## config.mk

```make
export PLATFORM = sky130hd
export DESIGN_NAME = mem_copy_engine
export DESIGN_NICKNAME = d
export VERILOG_FILES = /design/src/rtl/mem_copy_engine.sv
export SDC_FILE = /design/constraint.sdc
export NUM_CORES = 1
export LEC_CHECK = 0
export BUFFER_PORTS_ARGS = -buffer_cell sky130_fd_sc_hd__clkbuf_2
export CORE_ASPECT_RATIO = 1.5
export CORE_MARGIN = 5
export CORE_UTILIZATION = 45
export CTS_CLUSTER_SIZE = 20
export DETAILED_ROUTE_END_ITERATION = 10
export PLACE_DENSITY = 0.7
export SYNTH_ARGS = -nofsm -noshare
export SYNTH_HDL_FRONTEND = slang
export SYNTH_SLANG_ARGS = --single-unit
```

## constraint.sdc

```tcl
create_clock -name clk -period 3.6 [get_ports clk]
set_input_delay 0 -clock clk [delete_from_list [all_inputs] [get_ports clk]]
set_output_delay 0 -clock clk [all_outputs]
set_load 0.01 [all_outputs]
```

## src/rtl/mem_copy_engine.sv

```systemverilog
// mem_copy_engine
//   Bus initiator that moves blocks of words over the data-memory port while
//   the CPU is held off (the port is muxed to this engine while busy is high).
//   Copy mode reads a source word and writes it to the destination (2 cycles
//   per word); fill mode writes a captured pattern (1 cycle per word).
//   All outputs are registered and return to 0 outside READ/WRITE.
//
// Ports
//   clk      : clock, all state updates on the rising edge
//   rst_n    : asynchronous active-low reset
//   start    : transfer request, sampled only in IDLE
//   fill     : mode captured at start (0 = copy, 1 = fill)
//   srcAddr  : source byte address (copy mode), bits [1:0] ignored
//   dstAddr  : destination byte address, bits [1:0] ignored
//   len      : number of words to transfer
//   pattern  : fill value captured at start
//   memAddr  : address to data memory
//   memWrtEn : write enable to data memory (commits on the falling edge)
//   memDIn   : write data to data memory
//   memDOut  : read data from data memory
//   busy     : high while in READ or WRITE
//   done     : one-cycle pulse on completion
//   err      : one-cycle pulse on a rejected request
module mem_copy_engine #(
  parameter int ADDR_BIT_WIDTH = 32,
  parameter int DATA_BIT_WIDTH = 32,
  parameter int LEN_BIT_WIDTH  = 11
) (
  input  logic                      clk,
  input  logic                      rst_n,
  input  logic                      start,
  input  logic                      fill,
  input  logic [ADDR_BIT_WIDTH-1:0] srcAddr,
  input  logic [ADDR_BIT_WIDTH-1:0] dstAddr,
  input  logic [LEN_BIT_WIDTH-1:0]  len,
  input  logic [DATA_BIT_WIDTH-1:0] pattern,
  output logic [ADDR_BIT_WIDTH-1:0] memAddr,
  output logic                      memWrtEn,
  output logic [DATA_BIT_WIDTH-1:0] memDIn,
  input  logic [DATA_BIT_WIDTH-1:0] memDOut,
  output logic                      busy,
  output logic                      done,
  output logic                      err
);

  localparam int IO_BIT = 29;

  typedef enum logic [2:0] {
    IDLE  = 3'd0,
    READ  = 3'd1,
    WRITE = 3'd2,
    DONE  = 3'd3,
    ERR   = 3'd4
  } state_t;

  state_t                    state_r;
  logic [ADDR_BIT_WIDTH-1:0] src_ptr_r;
  logic [ADDR_BIT_WIDTH-1:0] dst_ptr_r;
  logic [LEN_BIT_WIDTH-1:0]  len_r;
  logic [LEN_BIT_WIDTH-1:0]  count_r;
  logic                      fill_r;
  logic [DATA_BIT_WIDTH-1:0] pattern_r;
  logic [DATA_BIT_WIDTH-1:0] buf_r;

  logic [ADDR_BIT_WIDTH-1:0] src_base_s;
  logic [ADDR_BIT_WIDTH-1:0] dst_base_s;
  logic [ADDR_BIT_WIDTH-1:0] span_s;
  logic [ADDR_BIT_WIDTH-1:0] src_end_s;
  logic [ADDR_BIT_WIDTH-1:0] dst_end_s;
  logic                      io_hit_s;
  logic                      last_word_s;

  // Request decode: word-align the bases and test the ranges against the IO region.
  // A transfer spans at most 8188 bytes, far below 2^29, so a range can touch
  // bit 29 only if one of its two endpoints has bit 29 set (this also holds
  // when the range wraps past the top of the address space).
  always_comb begin
    src_base_s = {srcAddr[ADDR_BIT_WIDTH-1:2], 2'b00};
    dst_base_s = {dstAddr[ADDR_BIT_WIDTH-1:2], 2'b00};
    span_s     = ADDR_BIT_WIDTH'(len - LEN_BIT_WIDTH'(1)) << 2;
    src_end_s  = src_base_s + span_s;
    dst_end_s  = dst_base_s + span_s;
    if (len == LEN_BIT_WIDTH'(0)) begin
      // Empty range touches nothing.
      io_hit_s = 1'b0;
    end else begin
      io_hit_s = dst_base_s[IO_BIT] || dst_end_s[IO_BIT] ||
                 (!fill && (src_base_s[IO_BIT] || src_end_s[IO_BIT]));
    end
    last_word_s = ((count_r + LEN_BIT_WIDTH'(1)) == len_r);
  end

  // Transfer FSM with registered memory-port and status outputs.
  always_ff @(posedge clk or negedge rst_n) begin
    if (!rst_n) begin
      state_r   <= IDLE;
      src_ptr_r <= '0;
      dst_ptr_r <= '0;
      len_r     <= '0;
      count_r   <= '0;
      fill_r    <= 1'b0;
      pattern_r <= '0;
      buf_r     <= '0;
      memAddr   <= '0;
      memWrtEn  <= 1'b0;
      memDIn    <= '0;
      busy      <= 1'b0;
      done      <= 1'b0;
      err       <= 1'b0;
    end else begin
      done <= 1'b0;
      err  <= 1'b0;
      case (state_r)
        IDLE: begin
          if (start) begin
            src_ptr_r <= src_base_s;
            dst_ptr_r <= dst_base_s;
            len_r     <= len;
            fill_r    <= fill;
            pattern_r <= pattern;
            count_r   <= '0;
            if (io_hit_s) begin
              state_r <= ERR;
              err     <= 1'b1;
            end else if (len == LEN_BIT_WIDTH'(0)) begin
              state_r <= DONE;
              done    <= 1'b1;
            end else if (fill) begin
              state_r  <= WRITE;
              busy     <= 1'b1;
              memAddr  <= dst_base_s;
              memWrtEn <= 1'b1;
              memDIn   <= pattern;
            end else begin
              state_r <= READ;
              busy    <= 1'b1;
              memAddr <= src_base_s;
            end
          end
        end
        READ: begin
          // Read data is valid at this edge; forward it straight to the write.
          buf_r    <= memDOut;
          state_r  <= WRITE;
          memAddr  <= dst_ptr_r;
          memWrtEn <= 1'b1;
          memDIn   <= memDOut;
        end
        WRITE: begin
          count_r   <= count_r + LEN_BIT_WIDTH'(1);
          src_ptr_r <= src_ptr_r + ADDR_BIT_WIDTH'(3'd4);
          dst_ptr_r <= dst_ptr_r + ADDR_BIT_WIDTH'(3'd4);
          if (last_word_s) begin
            state_r  <= DONE;
            busy     <= 1'b0;
            memAddr  <= '0;
            memWrtEn <= 1'b0;
            memDIn   <= '0;
            done     <= 1'b1;
          end else if (fill_r) begin
            memAddr <= dst_ptr_r + ADDR_BIT_WIDTH'(3'd4);
          end else begin
            state_r  <= READ;
            memAddr  <= src_ptr_r + ADDR_BIT_WIDTH'(3'd4);
            memWrtEn <= 1'b0;
            memDIn   <= '0;
          end
        end
        DONE: begin
          state_r <= IDLE;
        end
        ERR: begin
          state_r <= IDLE;
        end
        default: begin
          state_r  <= IDLE;
          memAddr  <= '0;
          memWrtEn <= 1'b0;
          memDIn   <= '0;
          busy     <= 1'b0;
        end
      endcase
    end
  end

endmodule

```

== Yosys cells after proc, flatten, opt, wreduce, memory -nomap -nowiden ==
Index checks and enable logic that the tools add are counted.
Cells by class
  bitwise operators: 2
  magnitude comparators: 0
  shift-type cells: 0
  $mul: 0
  $add $sub $neg: 6
  divide/modulo/power cells: 0
  eq/ne operators: 11
  reductions and logical operators: 16
  muxes and demuxes: 48
Operators with widths (number)
  $mux 32: 14
  $pmux 32 s4: 2
  $pmux 32 s2: 2
  $add 32x3->32 const B: 2
  $add 30x30->30: 2
  $pmux 11 s2: 1
  $mux 1: 18
  $mux 3: 4
  $sub 11x1->12 const B: 1
  $add 11x1->11 const B: 1
  $eq 11x11->1: 1
  $logic_not 11->1: 1
  $mux 11: 1
  $ne 2x2->1 const B: 5
  $pmux 3 s3: 1
  $eq 3x2->1 const B: 2
  $reduce_and 2->1: 3
  $reduce_and 6->1: 1
  $reduce_and 5->1: 1
  $mux 2: 2
  $pmux 1 s4: 1
  $reduce_and 4->1: 1
  $eq 3x1->1 const B: 1
  $eq 3x3->1 const B: 1
  other kinds (11): 14
Storage, ports and cells
  flip-flop bits (word level): 158
  memories: 0
  bits in read-only memories: 0
  bits in writable memories: 0
  bits in latches: 0

== Logic depth before layout (Yosys ltp) ==
  word-level depth: 9
  mapped depth: 16

== Least setup slack after synthesis ==
No wires, ideal clock.
  path type: input to register
  start point: input len[6]
  end point: register memDIn[10]
  stages: 14
  buffers on the path: 2
  arrival time: 3.843 ns
  slack: -0.370 ns
  cells stage by stage: or4_1 or3_1 inv_1 ha_1 a21o_1 a221o_1 a2bb2oi_1 o211ai_1 mux2i_1 a22oi_1 o211a_1 buf_4 buf_6 mux2_1
Between the ends
  word-level cells in the longest chain between the ends: 8
  elaborated cells between the ends (all ways): 12
Ends and longest elaborated chain
  start: declaration: RTL line 35  | input logic [LEN_BIT_WIDTH-1:0] len,
  $sub 11x1->12: RTL line 80  | span_s = ADDR_BIT_WIDTH'(len - LEN_BIT_WIDTH'(1)) << 2;
  $add 30x30->30: RTL line 81  | src_end_s = src_base_s + span_s;
  $logic_or 1x1->1: RTL line 88  | (!fill && (src_base_s[IO_BIT] || src_end_s[IO_BIT]));
  $logic_and 1x1->1: RTL line 88
  $logic_or 1x1->1: RTL line 87  | io_hit_s = dst_base_s[IO_BIT] || dst_end_s[IO_BIT] ||
  $mux 1: RTL line 83  | if (len == LEN_BIT_WIDTH'(0)) begin
  $ne 2x2->1 (no source line)
  $reduce_and 6->1 (no source line) *
  end signal: assignment: RTL line 133  | memDIn <= pattern;
  end signal: assignment: RTL line 147  | memDIn <= memDOut;
  end: declaration: RTL line 39  | output logic [DATA_BIT_WIDTH-1:0] memDIn,
Every way passes the cells marked *; elsewhere a longest branch is shown, timed or not.
A chain may end at the register's enable or synchronous reset.

== Worst setup path in the final report ==
  start point: input len[10]
  end point: register memDIn[30]
Same word-level chain as after synthesis.

==> results.toml <==
[synthesis]
synth_mux_area_share_pct = 10.8
synth_compound_area_share_pct = 19.4
ys_warn_count = 0
syn_area_um2 = 10700
async_flop_share_pct = 100
synth_fa_ha_area_share_pct = 6.53
ys_seq_area_share_pct = 35.7
ys.flop_type = "dfrtp_1"
yosysUniqueCellTypes = 68
synth_edf_count = 0
syn_inst = 1193
synth.top_cell.area_share_pct = 35.7
synthTopCellsByArea = "dfrtp_1 (36%), ha_1 (6.5%), nand2_1 (5.4%)"
syn_avg_cell_area_um2 = 9.00
synth_area_leader_cell = "dfrtp_1"
ys_seq_elements = 153
synth-simple-area-share_pct = 17.2
synth_top_family_by_area = "compound AO/OA/AOI/OAI gates"
synth_xor_area_share_pct = 6.25
synthesis.nets = 1392

[timing]
worst_pin_slew_ns = 1.02
finalCritPeriodShare_pct = 97.5
hold_violations = 0
drv_slew = 0
setup_viol = 0
slew_headroom_pct = 31.7
period_needed_ns = 3.51
fin_ws_ns = 0.0913
clock.fmax_ghz = 0.285
fin_tns_setup_ns = 0
skew_ns = 0.0123

[worst_hold_path]
min_path_type = "in2async"

[run_status]
outcome = "finished, final reports clean"

[place]
placed_cells = 1694
place.gp.congestion = 0.878
dpl.hpwl_um = 25400
place_ws_ns = -0.215
io_buffers = 206

[power_and_ir_drop]
p_leak_nw = 6.79
ir_worst_vdd_mv = 0.433
pwr_density_cell_nw_per_um2 = 711

[floorplanning]
initial_core_util_pct = 45.4
fp.dieH_um = 199
rows = 69
coreArea_um2 = 23700
fp.dieW_um = 136
num_io_pins = 211
die_area_um2 = 27100

[detailed_routing]
via_per_inst = 5.88
wirelength_um = 37400
firstDrtPassIters = 5
dr_total_vias = 11000
ant_nets = 0
wl_per_cell_um = 20.0
drcViolationCount = 0
first_iter_violations = 864

[setup_path]
critical_path.startpoint = "len[10]"
cp_data_arrival_time_ns = 3.82
cp.required_ns = 3.91
start_kind = "input port"
worst_setup_path_end_kind = "flip-flop"
crit_type = "in2reg"
r2r_start = "count_r[1]"
crit_fanout = 23

[cells_and_area]
drive_gt1_share_pct = 23.2
syn_to_final_growth_pct = 34.3
final_nets = 1732
layout_commonest_cell = "clkbuf_2"
stdcell_count = 1866
mostFrequentLayoutCells = "clkbuf_2 (205), nand2_1 (154), dfrtp_1 (153), dlygate4sd3_1 (136), nor2_1 (81)"

[global_route]
gr-total-overflow = 0
grt_pass1_vias = 11000
antenna_found_initial = 1
use_met2_pct = 48.8
grt_max_degree = 73
grt_pass1_wl_um = 58100
gr-max-usage-layer = "met2"
met1_usage_pct = 31.2
met3_usage_pct = 4.58
grt_use_total_pct = 27.3

[clock_tree]
numCtsBuffers = 17
clock-sinks = 153
max-clock-path-buffers = 2
ctsHtreeMaxLevel = 4
cts_root_buffer = "clkbuf_16"
clk_pin_slew_ns = 0.06
tritoncts = "done"
clk_latency_ns = 0.45

[job]
max_cap_violations = 0
## cell type report
type	instances	area, µm²
Antenna cell	1	2.50
Clock buffer	19	433
Clock inverter	13	160
Fill cell	2002	9240
Inverter	31	120
Multi-Input combinational cell	928	6550
Sequential cell	153	3830
Tap cell	319	399
Timing Repair Buffer	402	2920
## kinds of logic (layout without fill, tap and decap cells)
| group | after synthesis | in the layout |
|---|---|---|
| compound gates | 301 | 301 |
| xor+xnor | 75 | 75 |
| fa+ha+maj | 56 | 56 |
| buf+inv | 112 | 465 |
| flops | 153 | 153 |
| mux | 107 | 107 |
| other cells | 0 | 1 |
| simple gates | 389 | 389 |
## power by group
part | internal [mW] | switching (mW)
registers | 2.48 | 0.792
clock network | 1.04 | 0.794
logic | 2.36 | 2.79
total | 5.88 | 4.37
## flip-flops by register name, indices dropped and copies added, names as in the netlist
signal and cells:
memDIn 32, memAddr 31, dst_ptr_r 30, src_ptr_r 30, count_r 11, len_r 11, state_r 3, busy 1
done 1, err 1, fill_r 1, memWrtEn 1
## through the flow
step	total power [mW]	area [µm²]	util, %	hold WS [ns]
after floorplan	6.35	10800	-	-0.296
after global placement	7.79	12400	52.3	0.0763
after detailed placement	7.98	12400	52.3	0.0758
after CTS	10.1	14300	60.5	0.178
after global routing	10.9	14400	60.9	0.228
final	10.3	14400	60.9	0.140
## worst paths after layout
path,cells after the start,slack [ns],end
worst max-delay path,16,0.09,memDIn[30]
worst min-delay path,2,0.14,count_r[2]
worst max register to register,10,0.25,memDIn[30]
worst min register to register,1,0.49,memDIn[6]
max in group asynchronous,3,2.49,memDIn[26]
min in group clk,5,0.23,len_r[5]
## worst max-delay path, stage by stage
cell           delay [ns]
dlygate4sd3_1        0.54
clkbuf_2             0.14
or3_1                0.47
clkinvlp_4           0.16
buf_12               0.17
ha_1                 0.25
nand4_1              0.16
buf_4                0.13
nor2_1               0.03
a221oi_1             0.28
o211ai_1             0.17
mux2i_1              0.19
a22oi_2              0.32
o211a_4              0.25
buf_12               0.18
mux2_1               0.36
## routing by layer
metal	wire, µm	up-vias
li1	-	5091
met1	14000	5326
met2	19600	428
met3	2080	130
met4	1710	0
met5	0	-
## repair_timing
item                                    CTS  global route
endpoints found under the setup margin    0            62
hold endpoints to repair                172             0
hold buffers                            136             0
buffers inserted                          0             2
resized for setup                         0             8
## synth_stat cells, types with 3 or more instances
| master | n |
|---|---|
| buf_6 | 3 |
| a21oi_1 | 65 |
| ha_1 | 56 |
| and2_1 | 6 |
| inv_1 | 30 |
| nand3_1 | 33 |
| nor4_1 | 6 |
| o221ai_1 | 27 |
| o31ai_1 | 3 |
| nand2_1 | 154 |
| buf_2 | 6 |
| o311ai_0 | 7 |
| clkbuf_1 | 63 |
| o21ai_0 | 73 |
| nor2b_1 | 4 |
| a221o_1 | 10 |
| and3_1 | 26 |
| a211oi_1 | 7 |
| a221oi_1 | 3 |
| buf_1 | 7 |
| a222oi_1 | 7 |
| or3_1 | 7 |
| o221a_2 | 3 |
| o211ai_1 | 3 |
| and4b_1 | 3 |
| a21o_1 | 7 |
| mux2_2 | 37 |
| a41oi_1 | 3 |
| nand4_1 | 17 |
| dfrtp_1 | 153 |
| nor3_1 | 23 |
| and4_1 | 14 |
| a311oi_1 | 3 |
| mux2i_1 | 40 |
| nor2_1 | 81 |
| a31oi_1 | 8 |
| o22ai_1 | 9 |
| mux2_1 | 30 |
| xnor2_1 | 37 |
| a22oi_1 | 12 |
| xor2_1 | 37 |
| a22o_1 | 33 |
Note: power is estimated with default switching activity, not from simulation.
